===== src/rtl/ex_div.sv =====
// Iterative radix-2 restoring divider for DIV/DIVU in the EX stage.
// Produces {remainder, quotient} after DATA_W iterations; sign fix applied on the last one.
module ex_div #(
   parameter int DATA_W = 32
) (
   input  logic                  clk,
   input  logic                  rst,
   input  logic                  start,
   input  logic                  signed_div,
   input  logic [DATA_W-1:0]     dividend,
   input  logic [DATA_W-1:0]     divisor,
   input  logic                  annul,
   output logic [2*DATA_W-1:0]   result,
   output logic                  ready,
   output logic                  busy
);

   typedef enum logic [1:0] {IDLE, BY_ZERO, ON, END} state_t;

   localparam logic [5:0] LAST_ITER = 6'(DATA_W - 1);

   state_t                state_reg, state_next;
   logic [5:0]            cnt_reg, cnt_next;
   logic [DATA_W-1:0]     rem_reg, rem_next;
   logic [DATA_W-1:0]     quo_reg, quo_next;
   logic [DATA_W-1:0]     dvs_reg, dvs_next;
   logic                  sgn_reg, sgn_next;
   logic                  neg_q_reg, neg_q_next;
   logic                  neg_r_reg, neg_r_next;
   logic [2*DATA_W-1:0]   result_reg, result_next;
   logic                  ready_reg, ready_next;

   logic [DATA_W:0]       partial;
   logic [DATA_W:0]       diff;
   logic [DATA_W-1:0]     rem_step, quo_step, rem_fix, quo_fix;
   logic [DATA_W-1:0]     abs_dvd, abs_dvs;

   always_ff @(posedge clk or negedge rst) begin
      if (!rst) begin
         state_reg  <= IDLE;
         cnt_reg    <= '0;
         rem_reg    <= '0;
         quo_reg    <= '0;
         dvs_reg    <= '0;
         sgn_reg    <= 1'b0;
         neg_q_reg  <= 1'b0;
         neg_r_reg  <= 1'b0;
         result_reg <= '0;
         ready_reg  <= 1'b0;
      end else begin
         state_reg  <= state_next;
         cnt_reg    <= cnt_next;
         rem_reg    <= rem_next;
         quo_reg    <= quo_next;
         dvs_reg    <= dvs_next;
         sgn_reg    <= sgn_next;
         neg_q_reg  <= neg_q_next;
         neg_r_reg  <= neg_r_next;
         result_reg <= result_next;
         ready_reg  <= ready_next;
      end
   end

   // One restoring step: the partial remainder always fits DATA_W+1 bits,
   // so the MSB of the difference is the borrow.
   always_comb begin
      partial  = {rem_reg, quo_reg[DATA_W-1]};
      diff     = partial - {1'b0, dvs_reg};
      rem_step = diff[DATA_W] ? partial[DATA_W-1:0] : diff[DATA_W-1:0];
      quo_step = {quo_reg[DATA_W-2:0], ~diff[DATA_W]};
      quo_fix  = (sgn_reg && neg_q_reg) ? -quo_step : quo_step;
      rem_fix  = (sgn_reg && neg_r_reg) ? -rem_step : rem_step;
      abs_dvd  = (signed_div && dividend[DATA_W-1]) ? -dividend : dividend;
      abs_dvs  = (signed_div && divisor[DATA_W-1])  ? -divisor  : divisor;
   end

   always_comb begin
      state_next  = state_reg;
      cnt_next    = cnt_reg;
      rem_next    = rem_reg;
      quo_next    = quo_reg;
      dvs_next    = dvs_reg;
      sgn_next    = sgn_reg;
      neg_q_next  = neg_q_reg;
      neg_r_next  = neg_r_reg;
      result_next = result_reg;
      ready_next  = ready_reg;

      case (state_reg)
         IDLE: begin
            ready_next = 1'b0;
            if (start) begin
               if (divisor == '0) begin
                  state_next = BY_ZERO;
               end else begin
                  state_next = ON;
                  cnt_next   = '0;
                  rem_next   = '0;
                  quo_next   = abs_dvd;
                  dvs_next   = abs_dvs;
                  sgn_next   = signed_div;
                  neg_r_next = dividend[DATA_W-1];
                  neg_q_next = dividend[DATA_W-1] ^ divisor[DATA_W-1];
               end
            end
         end
         BY_ZERO: begin
            state_next  = END;
            result_next = '0;
         end
         ON: begin
            rem_next = rem_step;
            quo_next = quo_step;
            cnt_next = cnt_reg + 6'd1;
            if (cnt_reg == LAST_ITER) begin
               state_next  = END;
               result_next = {rem_fix, quo_fix};
            end
         end
         END: begin
            ready_next = 1'b1;
            if (!start) begin
               state_next = IDLE;
               ready_next = 1'b0;
            end
         end
         default: state_next = IDLE;
      endcase

      // Flush wins over everything, including a same-cycle start.
      if (annul) begin
         state_next  = IDLE;
         ready_next  = 1'b0;
         result_next = '0;
         cnt_next    = '0;
      end
   end

   assign result = result_reg;
   assign ready  = ready_reg;
   assign busy   = (state_reg != IDLE);

endmodule

===== config.mk =====
export PLATFORM = sky130hd
export DESIGN_NAME = ex_div
export DESIGN_NICKNAME = d
export VERILOG_FILES = /design/src/rtl/ex_div.sv
export SDC_FILE = /design/constraint.sdc
export NUM_CORES = 1
export LEC_CHECK = 0
export ABC_AREA = 1
export CORE_MARGIN = 10
export CORE_UTILIZATION = 35
export DETAILED_ROUTE_END_ITERATION = 8
export PLACE_DENSITY_LB_ADDON = 0.08
export SLEW_MARGIN = 10
export SYNTH_ARGS = -nofsm -noshare
export SYNTH_HDL_FRONTEND = slang
export SYNTH_SLANG_ARGS = --single-unit
export TNS_END_PERCENT = 20

===== constraint.sdc =====
create_clock -name clk -period 11.8 [get_ports clk]
set_input_delay 3.54 -clock clk [delete_from_list [all_inputs] [get_ports clk]]
set_output_delay 3.54 -clock clk [all_outputs]
set_load 0.03 [all_outputs]

==> results of run 1 <==
==> logic make-up after synthesis <==
family | count (synthesis) | synth area share, %
fa+ha+maj | 42 | 4.107
flops | 172 | 33.16
compound gates | 335 | 14.49
simple gates | 1038 | 34.24
xor+xnor | 67 | 4.521
buf+inv | 309 | 9.476
==> routing by layer <==
| layer | global-route usage (%) | up-vias |
|---|---|---|
| li1 | - | 6527 |
| met1 | 24.46 | 5962 |
| met2 | 33.56 | 242 |
| met3 | 3.195 | 48 |
| met4 | 5.859 | 0 |
| met5 | 0 | - |
==> cells in the mapped netlist, drive strengths merged <==
library cell  instances  share of area (%)
xnor2                22                1.5
inv                 247                7.1
xor2                 45                3.0
a21oi                74                3.1
nand3b                7               0.40
ha                   41                4.0
o41ai                 1              0.067
o211ai               16               0.93
o21a                  2               0.12
and2                  2              0.096
nor4                  9               0.43
a21o                  2               0.12
nor2                180                5.7
fa                    1               0.15
nand3               130                5.3
o31ai                 7               0.40
clkbuf               41                1.2
clkinv                1              0.029
o221ai                1              0.067
o21bai                7               0.40
a31oi                 2              0.096
nand4                19               0.92
or2                   8               0.39
o22ai                28                1.3
buf                  20                1.1
nor3                 27                1.1
a32o                  2               0.15
o21ai               193                7.6
dfrtp               172                 33
nand2               656                 20
==> final cells by class <==
| type | count | area share (%) |
|---|---|---|
| sequential | 172 | 28.26 |
| inverter | 248 | 6.111 |
| clock inverter | 9 | 0.4436 |
| clock buffer | 20 | 2.932 |
| antenna | 1 | 0.01643 |
| timing repair buffer | 145 | 9.356 |
| multi-input combinational | 1482 | 49.04 |
| tap | 468 | 3.844 |
==> worst max-delay path: stages <==
cell,delay (ns)
clkdlybuf4s50_1,0.48
nor2_1,0.24
nand2_1,0.09
nor2_1,0.14
nand3_1,0.11
nor4_1,0.31
nor2_1,0.10
nand2_1,0.07
buf_4,0.42
inv_2,0.22
a21oi_2,0.16
buf_4,0.39
inv_2,0.04
buf_4,0.32
nand2_1,0.92
o22ai_1,0.20
==> worst max-delay path by stage <==
stage,endpoint,startpoint,cells past startpoint
2_1_floorplan,dvs_reg[30],divisor[0],12
3_3_place_gp,rem_reg[31],divisor[17],16
3_5_place_dp,rem_reg[31],divisor[16],16
4_1_cts,rem_reg[31],divisor[16],16
5_1_grt,rem_reg[31],divisor[16],16
6_report,rem_reg[31],divisor[16],16
==> per-stage QoR <==
| step | utilization (%) | instances | hold slack, ns |
|---|---|---|---|
| 6_report | 41.61 | 2545 | 0.4800 |
| 5_1_grt | 41.60 | 2544 | 0.4986 |
| 4_1_cts | 41.60 | 2544 | 0.4843 |
| 3_5_place_dp | 40.19 | 2515 | 0.4657 |
| 3_3_place_gp | 40.19 | 2515 | 0.4621 |
| 2_1_floorplan | - | 1963 | 0.4529 |
==> run summary, run 1 <==
Status - finished clean
R2R depth - 29
Root Driver - clkbuf_16
Met2 routed WL - 21170 um
First-pass GRT wire length - 69220 um
Finished Cell Area - 15230 um2
Reg2reg setup slack - 6.92 ns
Filler cell count - 3911
Worst-path fanout max - 63
Drt wl/cell - 17.08 um
Commonest non-fill, non-tap cell in the layout - nand2_1
Vias in the first global route - 12717
Clk sinks - 172
Largest net degree at the start of global routing - 73
Vias/cell - 5.021
Synth-to-Final Area Change - 17.36%
Max Root-Sink Buffers - 2
Worst Hold End - result[62]
Post-Syn Instances - 1963
Synth unique cells - 50
DRT iter0 DRCs - 849
RSZ-0062 raised after global routing - false
Post-synthesis net count - 2074
First-pass DRT Iterations - 8
Avg Cell Area, Syn - 6.612 um2
Gpl congestion - 0.9102
Die Y - 212.6 um
Final setup fails - 0
Cts-stage hold buffer count - 0
Register area - 4304 um2
Minimum clock period - 7.579 ns
Post-synthesis cell area - 12980 um2
Nets - 2177
Worst setup SP type - input port
Die area - 45180 um2
Setup tns final - 0 ns
Number of H-tree levels - 4
CP required - 12.08 ns
Final hold vios - 0
Max Slew Vio Count - 0
Crit Reg-Reg Endpoint - result[28]
Yosys warning total - 0
Sequential share of the synthesized area - 33.16%
Max Cap Viol - 0
Cell row count - 70
Largest register FFs - 64
Yosys reg bits - 172
Max Clock Freq - 0.1319 GHz
Port buffer count - 134
Pre-CTS WS - 3.841 ns
Hold Crit Start - result[62]
GRT Util Overall - 19.51%
Slew HR - 24.63%
Via count - 12779
CTS tree - built
Clk Latency, worst-skew pair - 0.46 ns
Setup WS post-layout - 4.221 ns
GRT Residual Overflow - 0
Worst setup EP type - register
Clk_skew - 0.01446 ns
Placed instance area - 14720 um2
R2R Path Start - quo_reg[31]
Hold WC Path Type - reg2reg
CP arrival - 7.86 ns
Fin crit share - 64.23%
Ports - 135
Layout cells sized above 1 - 6.118%
Core ar. - 36610 um2
Slew @ Worst Pin - 1.128 ns
Met3 WL post-DR - 1713 um
Total setup buffers inserted after CTS - 0
Initial Utilization - 35.45%
DR top layer - met4
Worst setup path category - in2reg
Initial antenna violation count - 2
Post-CTS Resized - 0
Hold path depth - 2
# DRC - 0
M1 WL - 19640 um
Most frequent cells in the layout - nand2_1 (618), inv_1 (238), dfrtp_1 (172)
Die X - 212.6 um
Multi-input gate area - 7470 um2
CTS Buf Count - 17
DP HPWL - 33670 um
Final wirelength - 43470 um
Clk slew on worst S/H paths - 0.08 ns
Detail Route Antenna Nets - 0
Power of run 1 is left out: the tool's default activity adds up to more than one toggle a clock period on the data nets, which glitch-free logic cannot reach.
==> run 2: changes to the inputs <==
clock period = 6.44 ns   (was 11.8 ns; I/O delays follow)
==> run summary, run 2 (synthesis gave the netlist of run 1 again) <==
Initial Utilization - 35.45% (unchanged)
Placed instance area - 14710 um2 (about the same)
Number of H-tree levels - 4 (unchanged)
Most frequent cells in the layout - nand2_1 (618), inv_1 (238), dfrtp_1 (172)
Max Root-Sink Buffers - 2 (unchanged)
GRT Residual Overflow - 0 (unchanged)
Worst Path Buf+Inv - 4 (-2)
Core ar. - 36610 um2 (unchanged)
CTS Buf Count - 17 (unchanged)
Synth-to-Final Area Change - 18.25%
M1 WL - 19280 um (-1.8%)
Vias in the first global route - 12593 (-0.98%)
CP arrival - 5.67 ns (-2.19 ns)
Worst-path fanout max - 63 (unchanged)
Port buffer count - 134 (unchanged)
Max stage delay cell, worst path - nand2_1
Max Cap Viol - 0 (unchanged)
Slew @ Worst Pin - 1.111 ns (-0.01643 ns)
Finished Cell Area - 15350 um2 (+0.76%)
CP required - 6.78 ns (-5.30 ns)
Post-Layout Cell Count - 2546 (+0.039%)
Clk slew on worst S/H paths - 0.07 ns (about the same)
Clk_skew - 0.01595 ns (+0.001487 ns)
RSZ-0062 raised after global routing - false
Slew HR - 25.80% (+1.2 points)
Nets - 2175 (-0.092%)
Final wirelength - 43200 um (-0.62%)
First-pass DRT Iterations - 5 (-3)
Die Y - 212.6 um (unchanged)
Gpl congestion - 0.9119 (+0.19%)
Root Driver - clkbuf_16
Total setup buffers inserted after CTS - 0 (unchanged)
Layout cells sized above 1 - 6.259% (+0.14 points)
Detail Route Antenna Nets - 0 (unchanged)
# DRC - 0 (unchanged)
Ports - 135 (unchanged)
Drt wl/cell - 16.97 um (-0.66%)
Worst setup EP type - register
Clk sinks - 172 (unchanged)
Commonest non-fill, non-tap cell in the layout - nand2_1
Max Slew Vio Count - 0 (unchanged)
Worst setup SP type - input port
Cell row count - 70 (unchanged)
Worst setup path category - in2reg
Final hold vios - 0 (unchanged)
Final setup fails - 0 (unchanged)
Max stage delay on crit path - 0.97 ns (+0.05 ns)
Hold WC Path Type - reg2reg
Max Clock Freq - 0.1874 GHz
First-pass GRT wire length - 68920 um (-0.43%)
Register area - 4304 um2 (unchanged)
CTS tree - built
Critical Path, Cell by Cell - clkdlybuf4s50_1 -> inv_1 -> ha_1 -> nand3_1 -> nor4_1 -> nor2_1 -> nand2_1 -> inv_2 -> a21oi_2 -> inv_2 -> nand2_1 -> o21ai_0
Cts-stage hold buffer count - 0 (unchanged)
DP HPWL - 33490 um (-0.52%)
Largest register FFs - 64 (unchanged)
Filler cell count - 3936 (+0.64%)
Fin crit share - 82.87%
Die X - 212.6 um (unchanged)
Met2 routed WL - 20730 um (-2.0%)
Minimum clock period - 5.337 ns
DR top layer - met4
Post-CTS Resized - 0 (unchanged)
GRT Util Overall - 19.43% (-0.078 points)
Placed insts - 2513 (-0.080%)
Status - finished clean
Multi-input gate area - 7470 um2 (unchanged)
Die area - 45180 um2 (unchanged)
Initial antenna violation count - 2 (unchanged)
Via count - 12788 (+0.070%)
Clk Latency, worst-skew pair - 0.46 ns (about the same)
DRT iter0 DRCs - 734 (-14%)
Vias/cell - 5.023 (about the same)
Setup tns final - 0 ns (unchanged)
Met3 WL post-DR - 2055 um (+20%)
CP top delay family - buffers and inverters
Largest net degree at the start of global routing - 92 (+26%)
==> run 2: cell types whose count changed in the layout (fill, tap and decap cells not counted), sizes merged <==
| cell | previous run | this run |
|---|---|---|
| bufinv | 0 | 4 |
| buf | 12 | 10 |
| clkbuf | 20 | 18 |
| clkinv | 5 | 6 |
| clkinvlp | 2 | 3 |
| inv | 250 | 249 |
==> run 2: tightest hold or removal path, stage by stage (launching register included) <==
cell	delay, ns
dfrtp_1	0.35
nand2_1	0.05
nand2_1	0.05
==> run 2: final timing paths <==
kind                       startpoint           to  slack (ns)  depth (start not counted)
hold / removal             result[62]   result[62]        0.48                          2
hold reg to reg            result[62]   result[62]        0.48                          2
setup / recovery           divisor[0]  rem_reg[24]        1.10                         12
setup reg to reg           dvs_reg[0]   result[28]        1.54                         28
max in group asynchronous         rst  quo_reg[21]        3.91                          2
min in group asynchronous         rst  dvs_reg[21]        1.51                          1
==> run 2: final cells by class <==
class / instances / area share, %
Antenna cell: 1 / 0.01631
Tap cell: 468 / 3.815
Clock buffer: 18 / 2.862
Multi-Input combinational cell: 1482 / 48.67
Timing Repair Buffer: 143 / 9.270
Inverter: 248 / 6.066
Clock inverter: 14 / 1.256
Sequential cell: 172 / 28.05
==> run 2: routing by layer <==
metal / vias to the layer above / global-route usage, %
li1: 6520 / -
met4: 0 / 6.573
met3: 45 / 3.475
met1: 5962 / 24.57
met5: - / 0
met2: 261 / 32.63
==> run 2: metrics by stage <==
stage | util, % | hold WS, ns | setup slack, ns
detailed placement | 40.19 | 0.4654 | 0.6283
finish | 41.92 | 0.4784 | 1.103
global route | 41.91 | 0.5020 | 0.7396
CTS | 41.91 | 0.4856 | 1.111
floorplan | - | 0.4529 | 2.584
global placement | 40.19 | 0.4615 | 0.7531
Power of run 2 is left out for the same reason.
